`src/rtl/cfg_arb_pkg.sv`:
```
// Shared types and constants for the configuration write arbiter.
package cfg_arb_pkg;

    typedef enum logic [1:0] {
        ST_IDLE    = 2'd0,
        ST_BUSY    = 2'd1,
        ST_RELEASE = 2'd2,
        ST_ABORT   = 2'd3
    } arb_state_e;

    localparam logic ARB_FIXED = 1'b0;
    localparam logic ARB_RR    = 1'b1;

endpackage

```
`src/rtl/rr_priority_picker.sv`:
```
// Combinational winner selection: lowest index in fixed mode, or first request
// strictly after the pointer (wrapping) in round-robin mode.
module rr_priority_picker #(
    parameter int NUM_CH = 4
) (
    input  logic [NUM_CH-1:0]         req_i,
    input  logic [$clog2(NUM_CH)-1:0] ptr_i,
    input  logic                      mode_i,
    output logic [NUM_CH-1:0]         grant_oh_o,
    output logic [$clog2(NUM_CH)-1:0] grant_idx_o
);
    import cfg_arb_pkg::*;

    localparam int IW = $clog2(NUM_CH);

    // Scan candidates in priority order; the pointer is at most NUM_CH-1, so one wrap suffices.
    always_comb begin
        int   cand;
        logic found;
        grant_oh_o  = '0;
        grant_idx_o = '0;
        found       = 1'b0;
        cand        = 0;
        for (int i = 0; i < NUM_CH; i++) begin
            cand = (mode_i == ARB_RR) ? (int'(ptr_i) + 1 + i) : i;
            if (cand >= NUM_CH) begin
                cand = cand - NUM_CH;
            end
            if (!found && req_i[cand]) begin
                found            = 1'b1;
                grant_oh_o[cand] = 1'b1;
                grant_idx_o      = IW'(cand);
            end
        end
    end

endmodule

```
`src/rtl/cfg_rr_arbiter.sv`:
```
// N-channel config-write arbiter: funnels four-phase requesters onto one downstream
// valid/ready port with fixed or round-robin grant, bounded wait and withdrawal abort.
module cfg_rr_arbiter #(
    parameter int NUM_CH         = 4,
    parameter int DATA_WIDTH     = 32,
    parameter int RR_MODE        = 1,
    parameter int TIMEOUT_CYCLES = 256
) (
    input  logic                         clk,
    input  logic                         rst,
    input  logic [NUM_CH*DATA_WIDTH-1:0] ch_wdata_i,
    input  logic [NUM_CH-1:0]            ch_valid_i,
    output logic [NUM_CH-1:0]            ch_ready_o,
    output logic [NUM_CH-1:0]            ch_err_o,
    output logic [DATA_WIDTH-1:0]        wdata_o,
    output logic                         valid_o,
    input  logic                         ready_i,
    output logic [NUM_CH-1:0]            grant_o,
    output logic                         timeout_o
);
    import cfg_arb_pkg::*;

    localparam int IW = $clog2(NUM_CH);
    localparam int CW = (TIMEOUT_CYCLES > 0) ? $clog2(TIMEOUT_CYCLES + 1) : 1;
    localparam logic [CW-1:0] CNT_LAST = (TIMEOUT_CYCLES > 0) ? CW'(TIMEOUT_CYCLES - 1) : '0;
    localparam logic MODE = (RR_MODE != 0) ? ARB_RR : ARB_FIXED;

    arb_state_e            state_q, state_d;
    logic [NUM_CH-1:0]     grant_q, grant_d;
    logic [IW-1:0]         gidx_q, gidx_d;
    logic [IW-1:0]         ptr_q, ptr_d;
    logic [CW-1:0]         cnt_q, cnt_d;
    logic [NUM_CH-1:0]     ready_q, ready_d;
    logic [NUM_CH-1:0]     err_q, err_d;
    logic                  timeout_q, timeout_d;
    logic [DATA_WIDTH-1:0] hold_q, hold_d;

    logic [DATA_WIDTH-1:0] ch_wdata [NUM_CH];
    logic [NUM_CH-1:0]     pick_oh;
    logic [IW-1:0]         pick_idx;
    logic                  g_valid;
    logic [DATA_WIDTH-1:0] g_wdata;

    for (genvar k = 0; k < NUM_CH; k++) begin : g_unpack
        assign ch_wdata[k] = ch_wdata_i[k*DATA_WIDTH +: DATA_WIDTH];
    end

    assign g_valid = ch_valid_i[gidx_q];
    assign g_wdata = ch_wdata[gidx_q];

    rr_priority_picker #(
        .NUM_CH(NUM_CH)
    ) u_picker (
        .req_i      (ch_valid_i),
        .ptr_i      (ptr_q),
        .mode_i     (MODE),
        .grant_oh_o (pick_oh),
        .grant_idx_o(pick_idx)
    );

    // Next-state logic; hold_q remembers the last driven word so wdata_o is stable in IDLE.
    always_comb begin
        state_d   = state_q;
        grant_d   = grant_q;
        gidx_d    = gidx_q;
        ptr_d     = ptr_q;
        cnt_d     = cnt_q;
        ready_d   = ready_q;
        err_d     = err_q;
        timeout_d = 1'b0;
        hold_d    = hold_q;
        valid_o   = 1'b0;
        wdata_o   = hold_q;

        case (state_q)
            ST_IDLE: begin
                if (|ch_valid_i) begin
                    state_d = ST_BUSY;
                    grant_d = pick_oh;
                    gidx_d  = pick_idx;
                    ptr_d   = pick_idx;
                    cnt_d   = '0;
                end
            end
            ST_BUSY: begin
                valid_o = g_valid;
                wdata_o = g_wdata;
                hold_d  = g_wdata;
                if (!g_valid) begin
                    state_d = ST_IDLE;
                    grant_d = '0;
                end else if (ready_i) begin
                    state_d = ST_RELEASE;
                    ready_d = grant_q;
                    err_d   = '0;
                end else if ((TIMEOUT_CYCLES != 0) && (cnt_q == CNT_LAST)) begin
                    state_d   = ST_ABORT;
                    ready_d   = grant_q;
                    err_d     = grant_q;
                    timeout_d = 1'b1;
                end else begin
                    cnt_d = cnt_q + 1'b1;
                end
            end
            ST_RELEASE: begin
                valid_o = g_valid;
                wdata_o = g_wdata;
                hold_d  = g_wdata;
                if (!g_valid) begin
                    state_d = ST_IDLE;
                    grant_d = '0;
                    ready_d = '0;
                    err_d   = '0;
                end
            end
            ST_ABORT: begin
                wdata_o = g_wdata;
                hold_d  = g_wdata;
                if (!g_valid) begin
                    state_d = ST_IDLE;
                    grant_d = '0;
                    ready_d = '0;
                    err_d   = '0;
                end
            end
            default: begin
                state_d = ST_IDLE;
                grant_d = '0;
                ready_d = '0;
                err_d   = '0;
            end
        endcase
    end

    always_ff @(posedge clk or posedge rst) begin
        if (rst) begin
            state_q   <= ST_IDLE;
            grant_q   <= '0;
            gidx_q    <= '0;
            ptr_q     <= IW'(NUM_CH - 1);
            cnt_q     <= '0;
            ready_q   <= '0;
            err_q     <= '0;
            timeout_q <= 1'b0;
            hold_q    <= '0;
        end else begin
            state_q   <= state_d;
            grant_q   <= grant_d;
            gidx_q    <= gidx_d;
            ptr_q     <= ptr_d;
            cnt_q     <= cnt_d;
            ready_q   <= ready_d;
            err_q     <= err_d;
            timeout_q <= timeout_d;
            hold_q    <= hold_d;
        end
    end

    assign grant_o    = grant_q;
    assign ch_ready_o = ready_q;
    assign ch_err_o   = err_q;
    assign timeout_o  = timeout_q;

endmodule

```
`config.mk`:
```
export PLATFORM = sky130hd
export DESIGN_NAME = cfg_rr_arbiter
export DESIGN_NICKNAME = d
export VERILOG_FILES = /design/src/rtl/cfg_arb_pkg.sv /design/src/rtl/rr_priority_picker.sv /design/src/rtl/cfg_rr_arbiter.sv
export SDC_FILE = /design/constraint.sdc
export NUM_CORES = 1
export LEC_CHECK = 0
export BUFFER_PORTS_ARGS = -buffer_cell sky130_fd_sc_hd__buf_2
export CORE_MARGIN = 3
export CORE_UTILIZATION = 30
export CTS_CLUSTER_DIAMETER = 200
export CTS_CLUSTER_SIZE = 16
export DETAILED_ROUTE_END_ITERATION = 10
export PLACE_DENSITY_LB_ADDON = 0.12
export SYNTH_ARGS = -nofsm -noshare
export SYNTH_HDL_FRONTEND = slang
export SYNTH_SLANG_ARGS = --single-unit
```
`constraint.sdc`:
```
create_clock -name clk -period 6.1 [get_ports clk]
set_input_delay 0.61 -clock clk [delete_from_list [all_inputs] [get_ports clk]]
set_output_delay 0.61 -clock clk [all_outputs]
set_load 0.005 [all_outputs]
```
==> run_results.csv, run 1 <==
group,metric,value,unit
run_status,status,"finished, final reports clean",
clock_tree,clk_pin_slew,0.05,ns
critical_path,crit_required,5.49,ns
global_route,antenna_found_initial,0,
sta,slew_headroom,48.7,%
clock_tree,numCtsBuffers,9,
clock_tree,cts_sinks,60,
final_layout,drive_gt1_share,55.8,%
global_route,grt_max_degree,61,
synth,syn_area,3730,um2
synth,synthCells,311,
synth,yosys.area.top_type,"dfrtp_1",
synth,synth_edf_count,0,
sta,rsz0062_at_grt,"no",
clock_tree,postCtsSetupBuffers,0,
floorplanning,die_w,118,um
synth,synthFlopType,"dfrtp_1",
floorplanning,die_h,118,um
place,gp_congestion,0.915,
pwr,powerDensity,490,nW/um2
pwr,vdd_drop_max,0.190,mV
sta,tightest_slew,0.770,ns
critical_path,arrival,2.39,ns
synth,yosys_warnings,0,
drt,drcViolationCount,0,
synth,synth_top_cells_by_area,"dfrtp_1 (39%), mux4_2 (21%), mux2_2 (9.7%)",
synth,syn_nets,457,
floorplanning,initial_utilization,30.8,%
final_layout,fin_util,41.8,%
synth,synth_common_cells,"dfrtp_1 (58), mux4_2 (34), mux2_2 (32)",
drt,wl,10.2,mm
sta,maxSlewViolCount,0,
synth,ys_seq_area_share,40.3,%
critical_path,ff2ff_setup_slack,3.46,ns
sta,fin_crit,3.00,ns
global_route,track_usage,15.3,%
clock_tree,cts_resized,0,
drt,drtIter0Drc,141,
drt,dr.pass1.iters,6,
synth,avgSynthCellArea,12.0,um2
clock_tree,cts_max_level,3,
sta,fin_crit_sh,49.2,%
drt,via_per_inst,4.92,
global_route,grt_pass1_wl,16.9,mm
drt,wire_per_inst,15.6,um
critical_path,start_kind,"flip-flop",
floorplanning,dieArea,13800,um2
floorplanning,rows,40,
sta,max_freq,333,MHz
critical_path,crit_type,"reg2out",
final_layout,area_growth,35.6,%
final_layout,nets,631,
floorplanning,coreArea,12100,um2
clock_tree,ctsHoldBuffers,0,
clock_tree,clockBufferDepth,2,
clock_tree,clk_latency,0.33,ns
drt,ant_nets,0,
clock_tree,root_buffer,"clkbuf_16",
synth,ys_ff_latch,60,
synth,synth_cell_type_count,42,
job,drv_cap,0,
synth,yosysMostFrequentCell,"dfrtp_1",
clock_tree,cts_tree,"done",
final_layout,diodes,0,
sta,hold_viol_final,0,
drt,dr_total_vias,3230,
sta,setup_viol,0,
global_route,grt_pass1_vias,3379,
sta,skew,0.00405,ns
global_route,overflow,0,
synth,async_reset_ff_share,100,%
sta,tns,0,ns
synth,synth_top_area_share,38.9,%
worst_hold_path,worstHoldPathType,"reg2reg",
critical_path,critPathCaptureType,"primary output",
place,post-dp-hpwl,7.88,mm
pwr,p_leak,2.32,nW
critical_path,crit_fanout,23,
floorplanning,floorplan.io_pins,181,
place,portBuffers,180,
-- cell type report --
cell class	instances	area (um2)
Inverter	9	33.8
Multi-Input combinational cell	221	2090
Timing Repair Buffer	184	931
Sequential cell	60	1510
Tap cell	168	210
Clock buffer	14	284
Clock inverter	1	5.00
Fill cell	1224	7050
-- per-stage QoR --
stage	instance area (um2)	std cells	worst slack (ns)	power [mW]	hold slack, ns
finish	5060	657	3.10	2.48	0.473
global route	5060	657	2.95	2.69	0.487
CTS	5060	657	3.05	2.53	0.477
detailed placement	4770	642	3.41	2.03	0.469
global placement	4770	642	3.47	2.01	0.461
floorplan	3730	311	3.73	1.58	0.442
-- state kept, by name (all words and copies together) (netlist names) --
register / cells
hold_q: 32
cnt_q: 9
ch_err_o: 4
ch_ready_o: 4
grant_o: 4
gidx_q: 2
ptr_q: 2
state_q: 2
timeout_o: 1
-- critical path, stage by stage, from the launching register on --
cell	delay, ns
dfrtp_1	0.66
buf_4	0.40
mux4_2	0.67
and2_1	0.21
buf_2	0.12
-- routing by layer --
metal | vias to the layer above | GRT usage (%) | share of wire, %
met4 | 0 | 5.93 | 2.2
met5 | - | 0 | 0
met3 | 18 | 4.37 | 5.6
li1 | 1536 | - | -
met1 | 1566 | 18.8 | 42
met2 | 110 | 25.5 | 51
-- worst paths after layout --
kind | start | depth (start not counted) | endpoint
setup / recovery | gidx_q[1] | 4 | valid_o
hold / removal | ch_err_o[0] | 2 | ch_err_o[0]
setup reg to reg | gidx_q[1] | 4 | ch_err_o[2]
hold reg to reg | ch_err_o[0] | 2 | ch_err_o[0]
max in group asynchronous | rst | 3 | gidx_q[0]
min in group asynchronous | rst | 3 | gidx_q[1]
-- power breakdown --
group / leakage [nW] / switching, mW / internal [mW]
clock: 0.145 / 0.170 / 0.316
sequential: 0.743 / 0.0975 / 0.576
combinational: 1.43 / 0.643 / 0.680
total: 2.32 / 0.910 / 1.57
-- kinds of logic after synthesis --
| group | Yosys count | share of synthesized area, % |
|---|---|---|
| AND/OR/NAND/NOR | 79 | 10.8 |
| adder cells (fa/ha/maj) | 11 | 3.69 |
| buffers and inverters | 30 | 3.62 |
| AO/OA/AOI/OAI | 63 | 10.9 |
| flip-flops | 60 | 40.3 |
| multiplexers | 68 | 30.7 |
-- layout by cell type (no fill, tap or decap), types with 2 or more instances in the layout --
cell,instances
mux2_2,32
ha_1,11
nor4_1,3
a32oi_1,4
inv_1,8
and2_1,2
nor2b_1,4
dfrtp_1,57
a21o_1,3
a21oi_1,12
a211oi_1,3
nor2_1,10
nand4_1,3
nor3_1,9
nand3b_1,6
dfstp_2,2
buf_2,180
mux2i_1,2
nand3_1,2
clkbuf_16,9
nand2b_1,3
clkbuf_8,4
or3b_2,3
mux4_2,34
a221o_1,6
buf_4,4
a31oi_1,2
nand2_1,30
o21ai_1,3
o21ai_0,22
Power figures use the tool's default switching activity.
==> inputs of run 2 (changes only) <==
clock period = 2.6 ns   (was 6.1 ns; I/O delays follow)
==> run 2 against run 1 <==
Combinational power rose by 150%. Global-route usage fell by 0.21 points. Die area did not move. Core utilization rose by 0.62 points. Highest routed layer unchanged. Non-clock buffer count rose by 3. Sequential cell count did not move. Register-to-register slack got worse by 3.0 ns. Final area rose by 1.5%.
==> run_results.csv, run 2 (synthesized netlist as in run 1, its figures left out) <==
group,metric,value,unit
critical_path,crit_slowest_cell,"mux4_2",
final_layout,top_regs,"hold_q (32), cnt_q (9)",
final_layout,top_register,"hold_q",
critical_path,critPathCaptureType,"primary output",
drt,drtIter0Drc,131,
critical_path,crit_chain,"buf_12 -> mux4_2 -> mux2_2 -> buf_2",
final_layout,nets,634,
critical_path,critPathMaxStageDelay,0.58,ns
drt,wl,10.3,mm
sta,fin_crit,2.24,ns
floorplanning,rows,40,
final_layout,largest_register_ffs,32,
job,drv_cap,0,
clock_tree,ctsHoldBuffers,0,
floorplanning,dieArea,13800,um2
drt,met2_length,5.18,mm
global_route,antenna_found_initial,0,
critical_path,cp.depth,4,
floorplanning,floorplan.io_pins,181,
global_route,grt_pass1_wl,16.9,mm
drt,dr_total_vias,3271,
drt,top_layer_used,"met4",
drt,wire_per_inst,15.5,um
sta,setup_viol,0,
clock_tree,postCtsSetupBuffers,0,
clock_tree,numCtsBuffers,9,
clock_tree,clk_pin_slew,0.05,ns
pwr,power.total,5.98,mW
pwr,p_leak,2.35,nW
clock_tree,clockBufferDepth,2,
critical_path,crit_type,"reg2out",
sta,fin_crit_sh,86.1,%
pwr,vdd_drop_max,0.408,mV
place,portBuffers,180,
critical_path,arrival,1.98,ns
critical_path,ff2ff_setup_slack,0.43,ns
critical_path,rr_worst_depth,6,
place,gp_congestion,0.839,
clock_tree,root_buffer,"clkbuf_16",
drt,m1WireLength,4.33,mm
sta,rsz0062_at_grt,"no",
floorplanning,initial_utilization,30.8,%
final_layout,final_cell_mix,"buf_2 (180), dfrtp_1 (57), mux4_2 (34), mux2_2 (32), nand2_1 (30)",
drt,drcViolationCount,0,
global_route,grt_pass1_vias,3438,
run_status,status,"finished, final reports clean",
final_layout,area_growth,37.6,%
critical_path,critPathBufInv,2,
critical_path,critical-path-top-delay-family,"multiplexers",
floorplanning,coreArea,12100,um2
sta,tightest_slew,0.751,ns
critical_path,r2r_start,"ptr_q[1]",
place,dp_cells,645,
drt,via_per_inst,4.96,
clock_tree,cts_tree,"done",
final_layout,fin_util,42.4,%
sta,maxSlewViolCount,0,
clock_tree,cts_resized,0,
clock_tree,cts_max_level,3,
worst_hold_path,worstHoldPathType,"in2async",
sta,skew,0.00452,ns
sta,max_freq,446,MHz
sta,slew_headroom,49.8,%
floorplanning,die_h,118,um
floorplanning,die_w,118,um
place,post-dp-hpwl,7.90,mm
sta,hold_slack,0.0699,ns
final_layout,diodes,0,
final_layout,final_common_cell,"buf_2",
final_layout,drive_gt1_share,55.9,%
drt,dr.pass1.iters,4,
clock_tree,cts_sinks,60,
critical_path,crit_fanout,34,
global_route,track_usage,15.1,%
critical_path,r2r-end,"grant_o[0]",
critical_path,crit_required,2.34,ns
critical_path,start_kind,"flip-flop",
clock_tree,clk_latency,0.32,ns
pwr,powerDensity,1160,nW/um2
sta,tns,0,ns
global_route,grt_max_degree,36,
global_route,overflow,0,
sta,hold_viol_final,0,
drt,ant_nets,0,
drt,wl_met3,559,um
final_layout,fin_cells,660,
## run 2: worst max path at each step
stage	startpoint	endpoint	slack, ns
after floorplan	ptr_q[0]	grant_o[0]	0.23
after CTS	gidx_q[0]	wdata_o[7]	0.33
after global placement	ptr_q[1]	grant_o[3]	0.49
after detailed placement	ptr_q[1]	grant_o[0]	0.44
after global routing	state_q[1]	wdata_o[26]	0.28
final	gidx_q[0]	wdata_o[7]	0.36
## run 2: per-layer routing
| layer | vias to the layer above | track usage [%] |
|---|---|---|
| met4 | 0 | 6.45 |
| li1 | 1550 | - |
| met1 | 1604 | 18.6 |
| met2 | 104 | 25.6 |
| met5 | - | 0 |
| met3 | 13 | 3.17 |
## run 2: final cells by class
class	instances	area, um2
clock inverter	1	30.0
sequential	60	1510
multi-input combinational	221	2090
fill	1200	6970
inverter	9	33.8
timing repair buffer	187	991
clock buffer	14	274
tap	168	210
## run 2: worst register-to-register path: stages (launching register included)
cell	delay, ns
dfstp_2	0.56
inv_1	0.06
ha_1	0.50
mux4_2	0.40
a32oi_1	0.18
a21oi_1	0.09
a221o_1	0.26
## run 2: report_power, final
group	total, mW	internal [mW]	switching (mW)	leakage, nW
sequential	1.51	1.35	0.164	0.743
combinational	3.25	1.68	1.57	1.46
clock	1.22	0.815	0.403	0.149
## run 2: per-stage QoR
step / setup WS (ns) / instance area [um2]
after detailed placement: 0.442 / 4830
after global placement: 0.491 / 4830
after CTS: 0.333 / 5140
after global routing: 0.277 / 5140
final: 0.360 / 5140
after floorplan: 0.231 / 3730
==> inputs of run 3 (changes only) <==
SETUP_SLACK_MARGIN = 0.05   (was unset)
clock period = 2.2 ns   (was 2.6 ns; I/O delays follow)
==> run 3 against run 2 <==
Final area rose by 10%. Critical endpoint is now wdata_o[28]. Setup slack got worse by 0.31 ns. Cell count rose by 2.1%.
==> run_results.csv, run 3 (synthesized netlist as in run 1, its figures left out) <==
group,metric,value,unit
run_status,status,"finished, final reports clean",
critical_path,r2r_start,"ptr_q[1]",
drt,drtIter0Drc,115,
floorplanning,dieArea,13800,um2
final_layout,fin_cells,674,
critical_path,crit_fanout,6,
worst_hold_path,worstHoldPathType,"in2reg",
place,portBuffers,180,
clock_tree,cts_sinks,60,
global_route,antenna_found_initial,0,
final_layout,drive_gt1_share,58.3,%
worst_hold_path,hp-start,"ready_i",
place,postPlaceCellArea,4870,um2
place,pre_cts_ws,0.120,ns
clock_tree,clk_latency,0.33,ns
drt,drcViolationCount,0,
drt,dr_total_vias,3294,
final_layout,nets,649,
critical_path,arrival,1.93,ns
floorplanning,rows,40,
critical_path,rr_worst_depth,6,
critical_path,crit_path_end,"wdata_o[28]",
floorplanning,coreArea,12100,um2
clock_tree,root_buffer,"clkbuf_16",
clock_tree,cts_tree,"done",
sta,rsz0062_at_grt,"yes",
critical_path,ff2ff_setup_slack,0.17,ns
clock_tree,numCtsBuffers,9,
place,post-dp-hpwl,7.37,mm
sta,finalWorstSetupSlack,0.0542,ns
final_layout,top_register,"hold_q",
pwr,powerDensity,1510,nW/um2
critical_path,crit_type,"reg2out",
sta,hold_viol_final,0,
critical_path,r2r-end,"grant_o[2]",
drt,dr.pass1.iters,4,
place,dp_cells,648,
floorplanning,initial_utilization,30.8,%
pwr,power.total,8.57,mW
sta,maxSlewViolCount,0,
drt,via_per_inst,4.89,
sta,fin_crit,2.15,ns
sta,skew,0.00690,ns
global_route,grt_max_degree,36,
critical_path,critPathCaptureType,"primary output",
sta,fin_crit_sh,97.5,%
global_route,grt_pass1_wl,17.1,mm
final_layout,final_cell_mix,"buf_2 (152), dfrtp_1 (57), mux4_2 (34), nand2_1 (30)",
floorplanning,floorplan.io_pins,181,
critical_path,crit_path_start,"gidx_q[0]",
floorplanning,die_w,118,um
final_layout,top_regs,"hold_q (32), cnt_q (9)",
floorplanning,die_h,118,um
sta,setup_viol,0,
clock_tree,clockBufferDepth,2,
clock_tree,cts_max_level,3,
sta,tightest_slew,0.613,ns
clock_tree,clk_pin_slew,0.05,ns
job,drv_cap,0,
final_layout,fin_area,5670,um2
drt,ant_nets,0,
sta,max_freq,466,MHz
global_route,overflow,0,
pwr,vdd_drop_max,0.757,mV
drt,wl,11.0,mm
drt,wire_per_inst,16.4,um
final_layout,area_growth,51.8,%
global_route,track_usage,15.1,%
final_layout,largest_register_ffs,32,
critical_path,start_kind,"flip-flop",
critical_path,crit_required,1.98,ns
global_route,grt_pass1_vias,3432,
pwr,p_leak,2.63,nW
sta,slew_headroom,59.0,%
final_layout,final_common_cell,"buf_2",
place,gp_congestion,0.787,
final_layout,diodes,0,
## run 3: cell count changes in the layout (fill, tap and decap cells not counted), moves of 3 or more
| cell | change |
|---|---|
| buf_4 | +7 |
| mux2_4 | +28 |
| buf_2 | -28 |
| clkbuf_16 | +3 |
| mux2_2 | -28 |
| buf_6 | +28 |
## run 3: worst min path at each step
stage | endpoint | slack (ns) | depth (start not counted)
3_3_place_gp | hold_q[3] | 0.32 | 2
5_1_grt | timeout_o | 0.14 | 2
4_1_cts | timeout_o | 0.10 | 2
2_1_floorplan | timeout_o | 0.29 | 1
6_report | timeout_o | 0.13 | 2
3_5_place_dp | hold_q[3] | 0.33 | 2
## run 3: per-stage QoR
stage	hold WS [ns]	TNS (ns)	utilization, %
after floorplan	0.290	0	-
after global placement	0.325	0	40.2
after detailed placement	0.335	0	40.2
after CTS	0.103	0	43.5
after global routing	0.139	-0.0916	46.8
final	0.128	0	46.8
## run 3: cell type report
| type | count | area [um2] |
|---|---|---|
| clock buffer | 12 | 256 |
| clock inverter | 2 | 35.0 |
| fill | 1164 | 6440 |
| inverter | 9 | 33.8 |
| multi-input combinational | 221 | 2230 |
| sequential | 60 | 1510 |
| tap | 168 | 210 |
| timing repair buffer | 202 | 1400 |
## run 3: critical path: stages (launching register included)
cell	delay, ns
dfrtp_2	0.37
buf_12	0.15
clkbuf_16	0.15
mux4_2	0.51
mux2_4	0.30
buf_6	0.12
## run 3: routing by layer
metal / global-route usage, % / vias to the layer above / part of all wire (%)
li1: - / 1580 / -
met1: 18.5 / 1585 / 44
met3: 4.47 / 14 / 5.5
met2: 25.8 / 115 / 49
met5: 0 / - / 0
met4: 4.69 / 0 / 1.5
## run 3: power breakdown
| part | internal (mW) | switching, mW |
|---|---|---|
| sequential | 1.60 | 0.209 |
| clock | 0.922 | 0.470 |
| combinational | 3.12 | 2.25 |
## run 3: timing repair
action / 4_1_cts / 5_1_grt
setup buffers: 3 / 3
hold endpoints to repair: 26 / 0
gates resized for setup: 3 / 61
hold buffers: 1 / 0
cloned: 2 / 3
setup endpoints to repair: 32 / 42
pin swaps: 0 / 1
